$ cat src/rtl/mem_access_ctrl_pkg.sv
// Shared types and constants for the Mini-SRC memory access controller.
// The helper clamps a configured cycle count into the 4-bit counter range.
package mem_ctrl_pkg;

  localparam int CNT_WIDTH   = 4;
  localparam int MAX_LATENCY = 15;

  typedef enum logic [2:0] {
    IDLE      = 3'd0,
    RD_ISSUE  = 3'd1,
    RD_WAIT   = 3'd2,
    RD_LOAD   = 3'd3,
    WR_ACTIVE = 3'd4,
    WR_DONE   = 3'd5
  } state_t;

  // Counter reload value for a phase lasting `cycles` cycles (clamped to 1..15).
  function automatic logic [CNT_WIDTH-1:0] cycles_to_count(input int cycles);
    int clamped;
    if (cycles < 1) begin
      clamped = 1;
    end else if (cycles > MAX_LATENCY) begin
      clamped = MAX_LATENCY;
    end else begin
      clamped = cycles;
    end
    return CNT_WIDTH'(clamped - 1);
  endfunction

endpackage

$ cat src/rtl/mem_latency_counter.sv
// Loadable down-counter timing both the read wait and the write hold.
// Saturates at zero so it can never wrap.
module mem_latency_counter
  import mem_ctrl_pkg::*;
(
  input  logic                 clock,
  input  logic                 clear,
  input  logic                 load,
  input  logic                 dec,
  input  logic [CNT_WIDTH-1:0] load_value,
  output logic                 zero
);

  logic [CNT_WIDTH-1:0] count;

  // Load has priority over decrement; decrement stops at zero.
  always_ff @(posedge clock or negedge clear) begin
    if (!clear) begin
      count <= {CNT_WIDTH{1'b0}};
    end else if (load) begin
      count <= load_value;
    end else if (dec && (count != {CNT_WIDTH{1'b0}})) begin
      count <= count - {{(CNT_WIDTH-1){1'b0}}, 1'b1};
    end else begin
      count <= count;
    end
  end

  assign zero = (count == {CNT_WIDTH{1'b0}});

endmodule

$ cat src/rtl/mem_access_ctrl.sv
// Turns one-cycle read/write requests into timed synchronous-RAM accesses
// and produces the MDR data, select and load strobes for each read.
module mem_access_ctrl
  import mem_ctrl_pkg::*;
#(
  parameter int ADDR_WIDTH   = 9,
  parameter int DATA_WIDTH   = 32,
  parameter int READ_LATENCY = 1,
  parameter int WRITE_CYCLES = 1
) (
  input  logic                  clock,
  input  logic                  clear,
  input  logic                  read_req,
  input  logic                  write_req,
  input  logic [ADDR_WIDTH-1:0] MARout,
  input  logic [DATA_WIDTH-1:0] MDRout,
  input  logic [DATA_WIDTH-1:0] ram_rdata,
  output logic [ADDR_WIDTH-1:0] ram_addr,
  output logic [DATA_WIDTH-1:0] ram_wdata,
  output logic                  ram_re,
  output logic                  ram_we,
  output logic [DATA_WIDTH-1:0] Mdatain,
  output logic                  mdr_read,
  output logic                  mdr_enable,
  output logic                  busy,
  output logic                  done,
  output logic                  req_err
);

  localparam logic [CNT_WIDTH-1:0] RD_COUNT = cycles_to_count(READ_LATENCY);
  localparam logic [CNT_WIDTH-1:0] WR_COUNT = cycles_to_count(WRITE_CYCLES);

  state_t               state;
  logic                 cnt_load;
  logic                 cnt_dec;
  logic                 cnt_zero;
  logic [CNT_WIDTH-1:0] cnt_value;

  mem_latency_counter u_counter (
    .clock      (clock),
    .clear      (clear),
    .load       (cnt_load),
    .dec        (cnt_dec),
    .load_value (cnt_value),
    .zero       (cnt_zero)
  );

  // Counter control: reload when a write is accepted or a read is issued.
  always_comb begin
    cnt_load  = 1'b0;
    cnt_dec   = 1'b0;
    cnt_value = WR_COUNT;
    case (state)
      IDLE: begin
        if (write_req && !read_req) begin
          cnt_load  = 1'b1;
          cnt_value = WR_COUNT;
        end else begin
          cnt_load  = 1'b0;
        end
      end
      RD_ISSUE: begin
        cnt_load  = 1'b1;
        cnt_value = RD_COUNT;
      end
      RD_WAIT, WR_ACTIVE: begin
        cnt_dec = !cnt_zero;
      end
      default: begin
        cnt_dec = 1'b0;
      end
    endcase
  end

  // Access FSM; every strobe is registered alongside the state it belongs to.
  always_ff @(posedge clock or negedge clear) begin
    if (!clear) begin
      state      <= IDLE;
      ram_addr   <= {ADDR_WIDTH{1'b0}};
      ram_wdata  <= {DATA_WIDTH{1'b0}};
      Mdatain    <= {DATA_WIDTH{1'b0}};
      ram_re     <= 1'b0;
      ram_we     <= 1'b0;
      mdr_read   <= 1'b0;
      mdr_enable <= 1'b0;
      busy       <= 1'b0;
      done       <= 1'b0;
      req_err    <= 1'b0;
    end else begin
      ram_re     <= 1'b0;
      ram_we     <= 1'b0;
      mdr_read   <= 1'b0;
      mdr_enable <= 1'b0;
      done       <= 1'b0;
      // Requests are dropped while busy, and a write loses to a simultaneous read.
      req_err    <= (state != IDLE) ? (read_req || write_req) : (read_req && write_req);
      case (state)
        IDLE: begin
          if (read_req) begin
            ram_addr <= MARout;
            ram_re   <= 1'b1;
            busy     <= 1'b1;
            state    <= RD_ISSUE;
          end else if (write_req) begin
            ram_addr  <= MARout;
            ram_wdata <= MDRout;
            ram_we    <= 1'b1;
            busy      <= 1'b1;
            state     <= WR_ACTIVE;
          end else begin
            busy  <= 1'b0;
            state <= IDLE;
          end
        end
        RD_ISSUE: begin
          busy  <= 1'b1;
          state <= RD_WAIT;
        end
        RD_WAIT: begin
          busy <= 1'b1;
          if (cnt_zero) begin
            Mdatain    <= ram_rdata;
            mdr_read   <= 1'b1;
            mdr_enable <= 1'b1;
            done       <= 1'b1;
            state      <= RD_LOAD;
          end else begin
            state <= RD_WAIT;
          end
        end
        RD_LOAD: begin
          busy  <= 1'b0;
          state <= IDLE;
        end
        WR_ACTIVE: begin
          busy <= 1'b1;
          if (cnt_zero) begin
            done  <= 1'b1;
            state <= WR_DONE;
          end else begin
            ram_we <= 1'b1;
            state  <= WR_ACTIVE;
          end
        end
        WR_DONE: begin
          busy  <= 1'b0;
          state <= IDLE;
        end
        default: begin
          busy  <= 1'b0;
          state <= IDLE;
        end
      endcase
    end
  end

endmodule
$ cat config.mk
export PLATFORM = sky130hd
export DESIGN_NAME = mem_access_ctrl
export DESIGN_NICKNAME = d
export VERILOG_FILES = /design/src/rtl/mem_access_ctrl_pkg.sv /design/src/rtl/mem_latency_counter.sv /design/src/rtl/mem_access_ctrl.sv
export SDC_FILE = /design/constraint.sdc
export NUM_CORES = 1
export LEC_CHECK = 0
export CAP_MARGIN = 20
export CORE_UTILIZATION = 42
export DETAILED_ROUTE_END_ITERATION = 6
export HOLD_SLACK_MARGIN = 0.03
export PLACE_DENSITY = 0.82
export SETUP_SLACK_MARGIN = 0.2
export SKIP_CTS_REPAIR_TIMING = 1
export SYNTH_ARGS = -nofsm -noshare
export SYNTH_HDL_FRONTEND = slang
export SYNTH_SLANG_ARGS = --single-unit
$ cat constraint.sdc
create_clock -name clock -period 2.25 [get_ports clock]
set_input_delay 0.5625 -clock clock [delete_from_list [all_inputs] [get_ports clock]]
set_output_delay 0.5625 -clock clock [all_outputs]
set_load 0.01 [all_outputs]
==> results of run 1 <==
## worst max path at each step
| stage | end | from | slack (ns) | cells past startpoint |
|---|---|---|---|---|
| final | Mdatain[0] | u_counter.count[0] | 0.32 | 6 |
| after global routing | Mdatain[3] | u_counter.count[0] | 0.27 | 6 |
| after CTS | Mdatain[0] | u_counter.count[0] | 0.32 | 6 |
| after detailed placement | ram_wdata[17] | read_req | 0.20 | 5 |
| after global placement | ram_addr[2] | read_req | 0.28 | 5 |
| after floorplan | Mdatain[10] | u_counter.count[0] | 0.63 | 6 |
## through the flow
| step | utilization (%) | setup slack [ns] |
|---|---|---|
| floorplan | - | 0.6275 |
| global placement | 64.97 | 0.2847 |
| detailed placement | 64.97 | 0.2048 |
| CTS | 68.12 | 0.3170 |
| global route | 68.12 | 0.2652 |
| finish | 68.12 | 0.3173 |
## sequential cells by signal, indices dropped and copies added, names as in the netlist
signal           flops
done                 1
ram_wdata           32
req_err              1
mdr_enable           1
ram_re               1
Mdatain             32
busy                 1
ram_we               1
ram_addr             9
u_counter.count      4
state                3
## cell families (layout without fill, tap and decap cells)
logic type,Yosys count,count (layout),share of synthesized area (%)
and+or+nand+nor,29,29,4.929
muxes,76,76,27.63
DFF,86,86,61.87
buffers and inverters,15,181,3.381
xor gates and xnor gates,2,2,0.5037
AOI/OAI and AO/OA,6,6,0.9712
adders and majority gates,2,2,0.7193
## layout make-up
| class | instances | area share, % |
|---|---|---|
| Inverter | 4 | 0.2795 |
| Clock inverter | 5 | 1.980 |
| Clock buffer | 11 | 2.632 |
| Sequential cell | 86 | 40.06 |
| Timing Repair Buffer | 161 | 30.18 |
| Tap cell | 102 | 2.375 |
| Multi-Input combinational cell | 115 | 22.50 |
## layer usage
metal  wire length [um]  GRT usage (%)  vias up
li1                   -              -     1063
met1               3105          21.64     1130
met2               3752          29.78       93
met3                496          4.390       11
met4                138          6.795        0
met5                  0              0        -
## worst reg2reg max path, delay by kind of cell (launching register included)
kind          cells  cell delay, ns
buf+inv           2            0.57
mux               1            0.42
flops             1            0.37
simple gates      2            0.26
fa+ha+maj         1            0.20
## cells in the mapped netlist, types with 2 or more instances
| cell type | count |
|---|---|
| buf_4 | 4 |
| buf_6 | 6 |
| dfrtp_1 | 86 |
| ha_1 | 2 |
| inv_1 | 4 |
| mux2_2 | 44 |
| mux2_4 | 29 |
| mux2i_1 | 3 |
| nand2_1 | 13 |
| nor2_1 | 6 |
| nor2b_1 | 2 |
| o21ai_0 | 4 |
| xnor2_1 | 2 |
## power groups by stage
stage               sequential (mW)  combinational (mW)  clock (mW)
detailed placement             2.82                3.70           0
finish                         2.79                3.67        1.30
floorplan                      3.07                1.59           0
global route                   2.88                3.89        1.41
CTS                            2.79                3.71        1.34
global placement               2.77                3.61           0
==> results.yml, run 1 <==
placed_design:
  dpl_cell_area_um2: 5125
  dp_hpwl_mm: 5.498
  portBuffers: 156
  gp_congestion: 0.7575
  place_inst: 468
sta:
  hold_violations: 0
  setup-tns-final_ns: 0
  worst_slew_pin_slew_ns: 0.5946
  rsz0062_at_grt: "no"
  setup_viol: 0
  period_share_pct: 85.90
  fmax_ghz: 0.5174
  final_max_slew_viol_count: 0
  slew_headroom_pct: 60.36
  period_needed_ns: 1.933
  fin_worst_skew_ns: 0.01132
  hold-worst-slack_ns: 0.1550
power:
  power_frac_clock_pct: 16.8
  powerDensity_nw_per_um2: 1443
  leakagePower_nw: 2.381
  intPower_mw: 5.464
  combPwrFrac_pct: 47.3
  sw_frac_of_total_pct: 29.54
  finalPower_mw: 7.754
  switchingPower_mw: 2.290
  seqPwrFrac_pct: 35.9
  ir_drop_uv: 713.2
synth:
  synth.area.top_cells: "dfrtp_1, mux2_2, mux2_4"
  synth.distinct_cells: 24
  synth_edf_count: 0
  synth_area_um2: 3478
  seq_area_frac_synth_pct: 61.87
  synth-seq-cells: 86
  yosysWarnings: 0
  synthArstFlopShare_pct: 100.0
  synth_fp_nets: 295
  yosysTopAreaCell: "dfrtp_1"
  synthCells: 216
  synth_area_per_cell_um2: 16.10
  yosysTopAreaCellShare_pct: 61.87
  synthFlopType: "dfrtp_1"
clock_network:
  numCtsBuffers: 9
  clk_pin_slew_ns: 0.09
  clock_path_buffers: 2
  worst_skew_pair.late_latency_ns: 0.34
  cts-root-buf: "clkbuf_8"
  clkSinkCount: 86
  cts_tree: "built"
  htree_levels: 3
worst_setup_path:
  crit_slowest_cell: "buf_4"
  worst_ep_required_time_ns: 2.48
  max_stage_delay_ns: 0.49
  worstPathCellList: "inv_1 > ha_1 > nor3b_4 > nand3_4 > buf_4 > mux2_2"
  crit_family: "buffers and inverters"
  reg2reg_depth: 6
  ff2ff_setup_slack_ns: 0.32
  path_max_fanout: 33
  cp.arrival_ns: 2.17
  r2r-end: "Mdatain[0]"
  critPathCaptureType: "flip-flop"
  path_class: "reg2reg"
  cp-start-kind: "flip-flop"
  regToRegStartpoint: "u_counter.count[0]"
  cp_num_buf_inv: 2
detailed_routing:
  via_per_inst: 4.746
  drc: 0
  post_drt_wl_per_cell_um: 15.48
  first_pass_iters: 4
  ant_nets: 0
  vias: 2297
  routed_wl_mm: 7.492
  drt-initial-drc-count: 50
final_layout:
  multi_input_area_um2: 1209
  area_delta_synth_final_pct: 54.46
  regArea_um2: 2152
  drive_gt1_share_pct: 25.92
  n_fill_cell: 589
  antenna_cells: 0
  layout_commonest_cell: "clkdlybuf4s50_1"
  final_cell_mix: "clkdlybuf4s50_1, dfrtp_1, mux2_2, mux2_4, nand2_1"
  layout.nets: 456
  design_area_um2: 5373
  final_cells: 484
worst_hold_path:
  hold_path.class: "in2async"
floorplan:
  num_io_pins: 157
  die_h_um: 93.01
  rows: 32
  core_area_um2: 7888
  start_util_pct: 44.10
  die_area_um2: 8650
  dieWidth_um: 93.01
global_route:
  grt.overflow.total: 0
  grt_pass1_vias: 2389
  grt_pass1_wl_mm: 11.63
  grt_use_total_pct: 17.60
  grt_max_degree: 42
  antenna_found_initial: 0
flow_run:
  cap_violations: 0
status:
  run_status: "finished, final reports clean"
No activity file was read; power rests on OpenSTA's default activity.
==> inputs of run 2 (changes only) <==
--- a/config.mk
+++ b/config.mk
@@ -6,10 +6,10 @@
 export NUM_CORES = 1
 export LEC_CHECK = 0
 export CAP_MARGIN = 20
-export CORE_UTILIZATION = 42
+export CORE_UTILIZATION = 40
 export DETAILED_ROUTE_END_ITERATION = 6
 export HOLD_SLACK_MARGIN = 0.03
-export PLACE_DENSITY = 0.82
+export PLACE_DENSITY = 0.78
 export SETUP_SLACK_MARGIN = 0.2
 export SKIP_CTS_REPAIR_TIMING = 1
 export SYNTH_ARGS = -nofsm -noshare
==> constraint.sdc (replaced) <==
create_clock -name clock -period 2.4 [get_ports clock]
set_input_delay 0.6 -clock clock [delete_from_list [all_inputs] [get_ports clock]]
set_output_delay 0.6 -clock clock [all_outputs]
set_load 0.01 [all_outputs]
==> run 2 against run 1 <==
Compared with the run above: sequential share of layout area up 0.54 points; die area up 4.9%; combinational power down 6.0%; register-to-register slack improved by 0.29 ns; power down 10%; setup slack better by 0.21 ns; clock skew rose by 0.0054 ns; non-clock buffer count stayed put; count of clock-buffer cells in the layout is 1 lower; worst hold slack better by 0.081 ns; cell count rose by 0.62%.
==> results.yml, run 2 (same netlist as run 1, synthesis figures left out) <==
worst_setup_path:
  path_max_fanout: 2
  worst_ep_required_time_ns: 1.80
  cp-start-kind: "flip-flop"
  worstPathCellList: "clkdlybuf4s50_1"
  reg2reg_depth: 6
  cp_num_buf_inv: 1
  r2r-end: "Mdatain[4]"
  cp.arrival_ns: 1.28
  max_stage_delay_ns: 0.55
  critPathCaptureType: "output port"
  regToRegStartpoint: "u_counter.count[0]"
  ff2ff_setup_slack_ns: 0.61
  path_class: "reg2out"
  crit_slowest_cell: "clkdlybuf4s50_1"
  crit_family: "buffers and inverters"
sta:
  setup-tns-final_ns: 0
  fmax_ghz: 0.5329
  final_max_slew_viol_count: 0
  fin_worst_skew_ns: 0.01676
  slew_headroom_pct: 61.46
  rsz0062_at_grt: "no"
  setup_viol: 0
  fin_ws_ns: 0.5235
  period_needed_ns: 1.877
  worst_slew_pin_slew_ns: 0.5781
  period_share_pct: 78.19
  hold-worst-slack_ns: 0.2364
  hold_violations: 0
clock_network:
  numCtsBuffers: 9
  htree_levels: 3
  worst_skew_pair.late_latency_ns: 0.35
  clk_pin_slew_ns: 0.09
  cts-root-buf: "clkbuf_8"
  clock_path_buffers: 2
  clkSinkCount: 86
  cts_tree: "built"
placed_design:
  gp_congestion: 0.7329
  dp_hpwl_mm: 5.558
  dpl_cell_area_um2: 5129
  pre_cts_slack_ns: 0.3059
  portBuffers: 156
  place_inst: 471
detailed_routing:
  routed_wl_mm: 7.551
  first_pass_iters: 4
  drt-initial-drc-count: 73
  via_per_inst: 4.743
  vias: 2310
  ant_nets: 0
  post_drt_wl_per_cell_um: 15.51
  drc: 0
final_layout:
  final_cells: 487
  antenna_cells: 0
  drive_gt1_share_pct: 25.92
  layout.nets: 456
  final_cell_mix: "clkdlybuf4s50_1, dfrtp_1, mux2_2, mux2_4, nand2_1"
  design_area_um2: 5301
  layout_commonest_cell: "clkdlybuf4s50_1"
  area_delta_synth_final_pct: 52.41
  top_regs: "Mdatain x32, ram_wdata x32, ram_addr x9"
power:
  leakagePower_nw: 2.340
  combPwrFrac_pct: 49.6
  sw_frac_of_total_pct: 31.24
  seqPwrFrac_pct: 37.5
  switchingPower_mw: 2.175
  powerDensity_nw_per_um2: 1313
  power_frac_clock_pct: 12.9
  ir_drop_uv: 589.4
  intPower_mw: 4.787
floorplan:
  die_area_um2: 9073
  core_area_um2: 8299
  start_util_pct: 41.91
  num_io_pins: 157
  die_h_um: 95.25
  rows: 33
  dieWidth_um: 95.25
global_route:
  grt_use_total_pct: 16.85
  grt_pass1_vias: 2418
  antenna_found_initial: 0
  grt_max_degree: 45
  grt.overflow.total: 0
  grt_pass1_wl_mm: 11.61
flow_run:
  cap_violations: 0
worst_hold_path:
  hold_path.class: "in2async"
status:
  run_status: "finished, final reports clean"
==> run 2: cell count changes in the layout (fill, tap and decap cells not counted), sizes merged <==
cell,change
clkinvlp,+2
clkbuf,-1
bufinv,-3
inv,+2
==> run 2: power groups by stage <==
stage / clock [mW] / combinational, mW / sequential [mW]
detailed placement: 0 / 3.48 / 2.64
finish: 0.895 / 3.45 / 2.61
global route: 0.997 / 3.69 / 2.70
global placement: 0 / 3.41 / 2.60
floorplan: 0 / 1.49 / 2.87
CTS: 0.937 / 3.51 / 2.62
==> run 2: how the worst max path moves through the flow <==
stage / startpoint / depth (start not counted) / endpoint / slack, ns
3_5_place_dp: read_req / 5 / ram_wdata[14] / 0.31
4_1_cts: Mdatain[13] / 1 / Mdatain[13] / 0.50
6_report: Mdatain[13] / 1 / Mdatain[13] / 0.52
3_3_place_gp: read_req / 5 / ram_wdata[10] / 0.35
5_1_grt: Mdatain[13] / 1 / Mdatain[13] / 0.46
2_1_floorplan: u_counter.count[0] / 6 / Mdatain[10] / 0.78
==> run 2: layout make-up <==
type | count | area, um2
Clock buffer | 10 | 127.6
Clock inverter | 6 | 45.04
Fill cell | 660 | 2998
Inverter | 4 | 15.01
Multi-Input combinational cell | 115 | 1209
Sequential cell | 86 | 2152
Tap cell | 105 | 131.4
Timing Repair Buffer | 161 | 1622
==> run 2: metal layers <==
layer / global-route usage [%] / vias to the layer above / part of all wire (%)
met5: 0 / - / 0
met4: 6.187 / 0 / 1.2
met3: 5.582 / 10 / 7.9
met2: 27.74 / 95 / 48
met1: 20.53 / 1140 / 42
li1: - / 1065 / -
==> run 2: metrics by stage <==
stage / total power [mW] / utilization, %
after global routing: 7.393 / 63.88
after floorplan: 4.368 / -
after global placement: 6.006 / 61.80
after detailed placement: 6.128 / 61.80
final: 6.962 / 63.88
after CTS: 7.060 / 63.88
